[config.mk]
export PLATFORM = sky130hd
export DESIGN_NAME = rtc_alarm_sched
export DESIGN_NICKNAME = d
export VERILOG_FILES = /design/src/rtl/rtc_alarm_sched.sv
export SDC_FILE = /design/constraint.sdc
export NUM_CORES = 1
export LEC_CHECK = 0
export ABC_CLOCK_PERIOD_IN_PS = 6300
export BUFFER_PORTS_ARGS = -buffer_cell sky130_fd_sc_hd__clkbuf_2
export CAP_MARGIN = 20
export CORE_ASPECT_RATIO = 0.9
export CORE_MARGIN = 2
export CORE_UTILIZATION = 55
export CTS_CLUSTER_SIZE = 8
export DETAILED_ROUTE_END_ITERATION = 7
export PLACE_DENSITY = 0.74
export SKIP_CTS_REPAIR_TIMING = 1
export SYNTH_ARGS = -nofsm -noshare
export SYNTH_HDL_FRONTEND = slang
export SYNTH_SLANG_ARGS = --single-unit
[constraint.sdc]
create_clock -name PCLK -period 6.3 [get_ports PCLK]
set_input_delay 1.26 -clock PCLK [delete_from_list [all_inputs] [get_ports PCLK]]
set_output_delay 1.26 -clock PCLK [all_outputs]
set_load 0.05 [all_outputs]
[src/rtl/rtc_alarm_sched.sv]
// Alarm scheduler for an APB2 RTC: keeps NSLOT pending alarm times, programs
// the RTC match register with the earliest one and reports each expiry.
`timescale 1ns/1ps
module rtc_alarm_sched #(
  parameter int NSLOT = 4
) (
  input  logic             PCLK,
  input  logic             PRESET,
  input  logic             AlarmReq,
  input  logic             AlarmCancel,
  input  logic [2:0]       AlarmIdx,
  input  logic [31:0]      AlarmTime,
  input  logic             RTCINTR,
  input  logic [31:0]      PRDATA,
  output logic             PSEL,
  output logic             PENABLE,
  output logic             PWRITE,
  output logic [9:0]       PADDR,
  output logic [31:0]      PWDATA,
  output logic             AlarmFired,
  output logic [2:0]       AlarmFiredIdx,
  output logic [NSLOT-1:0] AlarmPend,
  output logic             Busy
);
  localparam int         IW      = (NSLOT > 1) ? $clog2(NSLOT) : 1;
  localparam logic [3:0] NSLOT_L = 4'(NSLOT);

  typedef enum logic [2:0] {INIT, IDLE, CLR, RDDR, EVAL, WRMR} state_t;

  state_t           state, state_nxt;
  logic             acc, acc_nxt;
  logic [NSLOT-1:0] pend, pend_nxt;
  logic             dirty, dirty_nxt;
  logic             armed, armed_nxt;
  logic             stale, stale_nxt;
  logic [2:0]       armed_idx, armed_idx_nxt;
  logic [2:0]       sel_idx, sel_idx_nxt;
  logic [31:0]      now, now_nxt;
  logic             fire, fire_nxt;
  logic [2:0]       fire_idx, fire_idx_nxt;
  logic [31:0]      slot_time [NSLOT];
  logic [31:0]      sel_time;

  logic             req_ok, hit_armed;
  logic [IW-1:0]    ridx;
  logic [31:0]      now1, min_time;
  logic             due_found, min_found;
  logic [2:0]       due_idx, min_idx;
  logic             xfer;

  assign req_ok    = AlarmReq && ({1'b0, AlarmIdx} < NSLOT_L);
  assign ridx      = AlarmIdx[IW-1:0];
  assign hit_armed = req_ok && armed && (AlarmIdx == armed_idx);

  // Scan slots: lowest-index due slot, and earliest pending slot (ties low)
  always_comb begin
    now1      = now + 32'd1;
    due_found = 1'b0;
    due_idx   = 3'd0;
    min_found = 1'b0;
    min_idx   = 3'd0;
    min_time  = 32'd0;
    for (int i = 0; i < NSLOT; i++) begin
      if (pend[i] && (slot_time[i] <= now1) && !due_found) begin
        due_found = 1'b1;
        due_idx   = 3'(i);
      end
      if (pend[i] && (!min_found || (slot_time[i] < min_time))) begin
        min_found = 1'b1;
        min_idx   = 3'(i);
        min_time  = slot_time[i];
      end
    end
  end

  // Next-state logic; host requests applied last so they win over FSM clears
  always_comb begin
    state_nxt     = state;
    acc_nxt       = acc;
    pend_nxt      = pend;
    dirty_nxt     = dirty;
    armed_nxt     = armed;
    armed_idx_nxt = armed_idx;
    sel_idx_nxt   = sel_idx;
    stale_nxt     = stale;
    now_nxt       = now;
    fire_nxt      = 1'b0;
    fire_idx_nxt  = fire_idx;
    case (state)
      INIT: begin
        acc_nxt = ~acc;
        if (acc) state_nxt = IDLE;
      end
      IDLE: begin
        if (RTCINTR)    state_nxt = CLR;
        else if (dirty) state_nxt = RDDR;
      end
      CLR: begin
        acc_nxt = ~acc;
        if (acc) begin
          state_nxt = IDLE;
          // A request hitting the armed slot this cycle makes the match stale
          if (armed && !hit_armed) begin
            pend_nxt[armed_idx[IW-1:0]] = 1'b0;
            fire_nxt     = 1'b1;
            fire_idx_nxt = armed_idx;
            armed_nxt    = 1'b0;
            dirty_nxt    = 1'b1;
          end
        end
      end
      RDDR: begin
        acc_nxt = ~acc;
        if (acc) begin
          now_nxt   = PRDATA;
          state_nxt = EVAL;
        end
      end
      EVAL: begin
        state_nxt = IDLE;
        if (due_found) begin
          pend_nxt[due_idx[IW-1:0]] = 1'b0;
          fire_nxt     = 1'b1;
          fire_idx_nxt = due_idx;
          if (armed && (armed_idx == due_idx)) armed_nxt = 1'b0;
        end else if (min_found) begin
          sel_idx_nxt = min_idx;
          stale_nxt   = 1'b0;
          dirty_nxt   = 1'b0;
          state_nxt   = WRMR;
        end else begin
          armed_nxt = 1'b0;
          dirty_nxt = 1'b0;
        end
      end
      WRMR: begin
        acc_nxt = ~acc;
        if (req_ok && (AlarmIdx == sel_idx)) stale_nxt = 1'b1;
        if (acc) begin
          armed_nxt     = !(stale || (req_ok && (AlarmIdx == sel_idx)));
          armed_idx_nxt = sel_idx;
          state_nxt     = IDLE;
        end
      end
      default: state_nxt = INIT;
    endcase
    if (req_ok) begin
      pend_nxt[ridx] = ~AlarmCancel;
      dirty_nxt      = 1'b1;
      if (armed_nxt && (AlarmIdx == armed_idx_nxt)) armed_nxt = 1'b0;
    end
  end

  // Control state register
  always_ff @(posedge PCLK or posedge PRESET) begin
    if (PRESET) begin
      state     <= INIT;
      acc       <= 1'b0;
      pend      <= '0;
      dirty     <= 1'b0;
      armed     <= 1'b0;
      stale     <= 1'b0;
      armed_idx <= 3'd0;
      sel_idx   <= 3'd0;
      now       <= 32'd0;
      fire      <= 1'b0;
      fire_idx  <= 3'd0;
    end else begin
      state     <= state_nxt;
      acc       <= acc_nxt;
      pend      <= pend_nxt;
      dirty     <= dirty_nxt;
      armed     <= armed_nxt;
      stale     <= stale_nxt;
      armed_idx <= armed_idx_nxt;
      sel_idx   <= sel_idx_nxt;
      now       <= now_nxt;
      fire      <= fire_nxt;
      fire_idx  <= fire_idx_nxt;
    end
  end

  // Alarm time storage and the time being written to the match register
  always_ff @(posedge PCLK) begin
    if (req_ok && !AlarmCancel) slot_time[ridx] <= AlarmTime;
    if ((state == EVAL) && !due_found && min_found) sel_time <= min_time;
  end

  // APB master outputs decoded from state/phase; reset drops them at once
  always_comb begin
    xfer    = ((state == INIT) || (state == CLR) || (state == RDDR) ||
               (state == WRMR)) && !PRESET;
    PSEL    = xfer;
    PENABLE = xfer && acc;
    PWRITE  = xfer && (state != RDDR);
    PADDR   = 10'h000;
    PWDATA  = 32'd0;
    if (xfer) begin
      case (state)
        INIT:    begin PADDR = 10'h004; PWDATA = 32'd1;    end
        CLR:     begin PADDR = 10'h007; PWDATA = 32'd1;    end
        WRMR:    begin PADDR = 10'h001; PWDATA = sel_time; end
        default: begin PADDR = 10'h000; PWDATA = 32'd0;    end
      endcase
    end
  end

  assign AlarmFired    = fire;
  assign AlarmFiredIdx = fire_idx;
  assign AlarmPend     = pend;
  assign Busy          = (state != IDLE);
endmodule
==> results.md <==
* Post-layout util at roughly 72%
* DP Cell Count at approximately 1.9k
* Vias in the first global route at roughly 12k
* Bufs and invs on worst path at 7
* Vias per cell at between 6 and 7
* Slew HR at 42.2%
* Initial antenna violation count at 1
* Slowest stage delay, CP at around 0.47 ns
* Max Fclk at between 100 and 150 MHz
* Static leakage at a little over 8 nW
* Remaining antenna violation count at 0
* Clk sinks at 212
* Cell Area, Synth at approximately 15,000 µm²
* CTS Buffer Depth at 3
* RSZ-0062 raised after global routing: yes
* Arr. time, crit path at 7.44 ns
* Die height at around 160 µm
* Setup TNS Final at -26.63 ns
* Avg WL per Cell at 23.2 µm
* First-pass GRT wire length at 68.6 mm
* CP most frequent cell: a21o_1
* Status: complete, but fails checks
* Pre-CTS setup slack at -0.827 ns
* Setup violators final at 34
* Initial Util at 55.8%
* Clock-pin slew on the worst setup and hold paths at 0.06 ns
* Main synth FF type: edfxtp_1
* Final instance area at approximately 19,000 µm²
* Failing checks: negative setup slack
* Max-Cap Viols at 0
* Num ports at around 130
* CP max stage cell: dfrtp_2
* I/O Buffers at approximately 120
* Row count at 56
* Tmin final at around 7.1 ns
* Synth unique cells at 73
* Die outline width at between 150 and 200 µm
* Clock Skew at roughly 0.013 ns
* Routed via count at around 13k
* DP Area at 17,200 µm²
* Crit Path Class: reg -> reg
* Detailed Route Iter0 Violations at approximately 1.3k
* Non-filler instance count after layout at a little over 2k
* Largest net degree at the start of global routing at 41
* Seq/Total Area, Yosys at 42.1%
* Post-route setup slack at -0.819 ns
* Final #Nets at just under 2k
* Worst slew pin tran at 0.861 ns
* Flops & latches, synth at 212
* Total congestion overflow at 0
* Hold crit path type: reg -> reg
* Final GP Congestion at roughly 1.0
* Power Density at ~460 nW/µm²
* CTS root buf: clkbuf_16
* Syn Inst Count at approximately 1.3k
* Final count of pins violating max slew at 0
* CP max FO at 10
* Max VDD drop at roughly 0.32 mV
* Endpoints failing hold at 0
* Setup crit end kind: flip-flop
* # fillers at approximately 1.9k
* DRC at 0
* Final period utilization at 113%
* DRT Pass-1 Iters at 5
* Worst EP required at between 6 and 7 ns
* CTS tree: done
* Routed WL at 47.1 mm
* Die area at about 28,000 µm²
* Core area at ~26,000 µm²
* CP Launch Type: flip-flop
* Layout cells sized above 1 at 30.2%
* Yosys Warn Count at 0
* Area Overhead vs Synth at 28.8%
* Num CTS Buffers at 30
* Number of flops mapped to enable cells by yosys at 160
* GRT Total Usage at 32.9%
* Mean Syn Cell Area at around 11 µm²
* H-tree levels at 1
* Top Family by Delay on Critical Path: compound AO/OA/AOI/OAI gates
* DP HPWL at 35.9 mm
* Post-synthesis async set-or-reset flop share at around 25%
* Clk_lat worst skew at 0.57 ns
-- placed cells by master (no fill, tap or decap), types with 34 or more instances in the layout --
cell type  Yosys  routed
nand3_1       45      43
nor2_1        47      43
and2_1        34      34
nor3_1        49      45
inv_1         56      55
mux2_2        36      36
clkbuf_2       0     118
a21oi_1       57      51
ha_1         222     200
dfrtp_1       52      51
a21o_1        64      64
edfxtp_1     160     160
nand2_1       92      77
buf_4          8     200
clkbuf_16      0      35
nand4_1       37      37
-- stage by stage --
stage	power [mW]	hold WS [ns]
floorplan	4.90	0.464
global route	9.02	0.548
global placement	6.43	0.485
detailed placement	6.58	0.522
finish	8.55	0.533
CTS	8.10	0.531
-- metal layers --
layer	GRT usage, %	vias to the layer above	share of wire (%)
met1	46.9	6059	43
met4	10.7	0	3.1
li1	-	5753	-
met5	0	-	0
met3	7.71	102	11
met2	49.6	645	43
-- Yosys cell counts, types with 33 or more instances --
cell      instances  area share (%)
nor3_1           49             1.7
and2_1           34             1.5
a21o_1           64             3.3
dfrtp_1          52             9.0
nor2_1           47             1.2
nand3_1          45             1.6
edfxtp_1        160              33
nand4_1          37             1.6
ha_1            222              19
inv_1            56             1.4
o21ai_0          33             1.1
a21oi_1          57             2.0
mux2_2           36             2.8
nand2_1          92             2.4
-- path summary, 6_finish.rpt --
path                            slack (ns)  depth (start not counted)               end        startpoint
worst max-delay path                 -0.82                         33       sel_time[0]      AlarmPend[0]
worst min-delay path                  0.53                          2  AlarmFiredIdx[2]  AlarmFiredIdx[2]
worst max register to register       -0.82                         33       sel_time[0]      AlarmPend[0]
worst min register to register        0.53                          2  AlarmFiredIdx[2]  AlarmFiredIdx[2]
max in group asynchronous             4.74                          3            now[7]            PRESET
min in group asynchronous             0.67                          2        AlarmFired            PRESET
-- layout make-up --
type	instances	area [µm²]	area share, %
multi-input cells	1012	8540	45.7
flip-flops and latches	212	6110	32.7
repair buffers	343	2510	13.4
clock buffers	55	855	4.57
well taps	348	435	2.33
inverters	57	214	1.15
clock inverters	1	16.3	0.0871
diodes	2	5.00	0.0268
-- sequential cells by signal (all words and copies together), names as in the netlist --
| register | flops |
|---|---|
| slot_time | 128 |
| now | 32 |
| sel_time | 32 |
| AlarmPend | 4 |
| AlarmFiredIdx | 3 |
| armed_idx | 3 |
| state | 3 |
| sel_idx | 2 |
| AlarmFired | 1 |
| acc | 1 |
| armed | 1 |
| dirty | 1 |
| stale | 1 |
-- worst reg2reg max path: cells and delay by family, from the launching register on --
family | cells | cell delay [ns]
AND/OR/NAND/NOR | 8 | 1.40
AO/OA/AOI/OAI | 14 | 2.82
multiplexers | 1 | 0.29
flip-flops | 1 | 0.47
adder cells (fa/ha/maj) | 3 | 0.80
buffers and inverters | 7 | 1.10
-- power breakdown --
group	internal, mW	switching [mW]	total (mW)
clock network	0.898	0.599	1.50
logic	2.32	2.72	5.04
registers	1.77	0.246	2.02
total	4.99	3.57	8.55
-- cells by family after synthesis --
family	Yosys count	share of synthesized area, %
AND/OR/NAND/NOR	383	13.9
AO/OA/AOI/OAI	295	14.3
adder cells (fa/ha/maj)	222	19.1
flip-flops	212	42.1
buffers and inverters	102	3.25
multiplexers	68	5.01
XOR/XNOR	37	2.23
other	1	0.0258
Power figures use the tool's default switching activity.
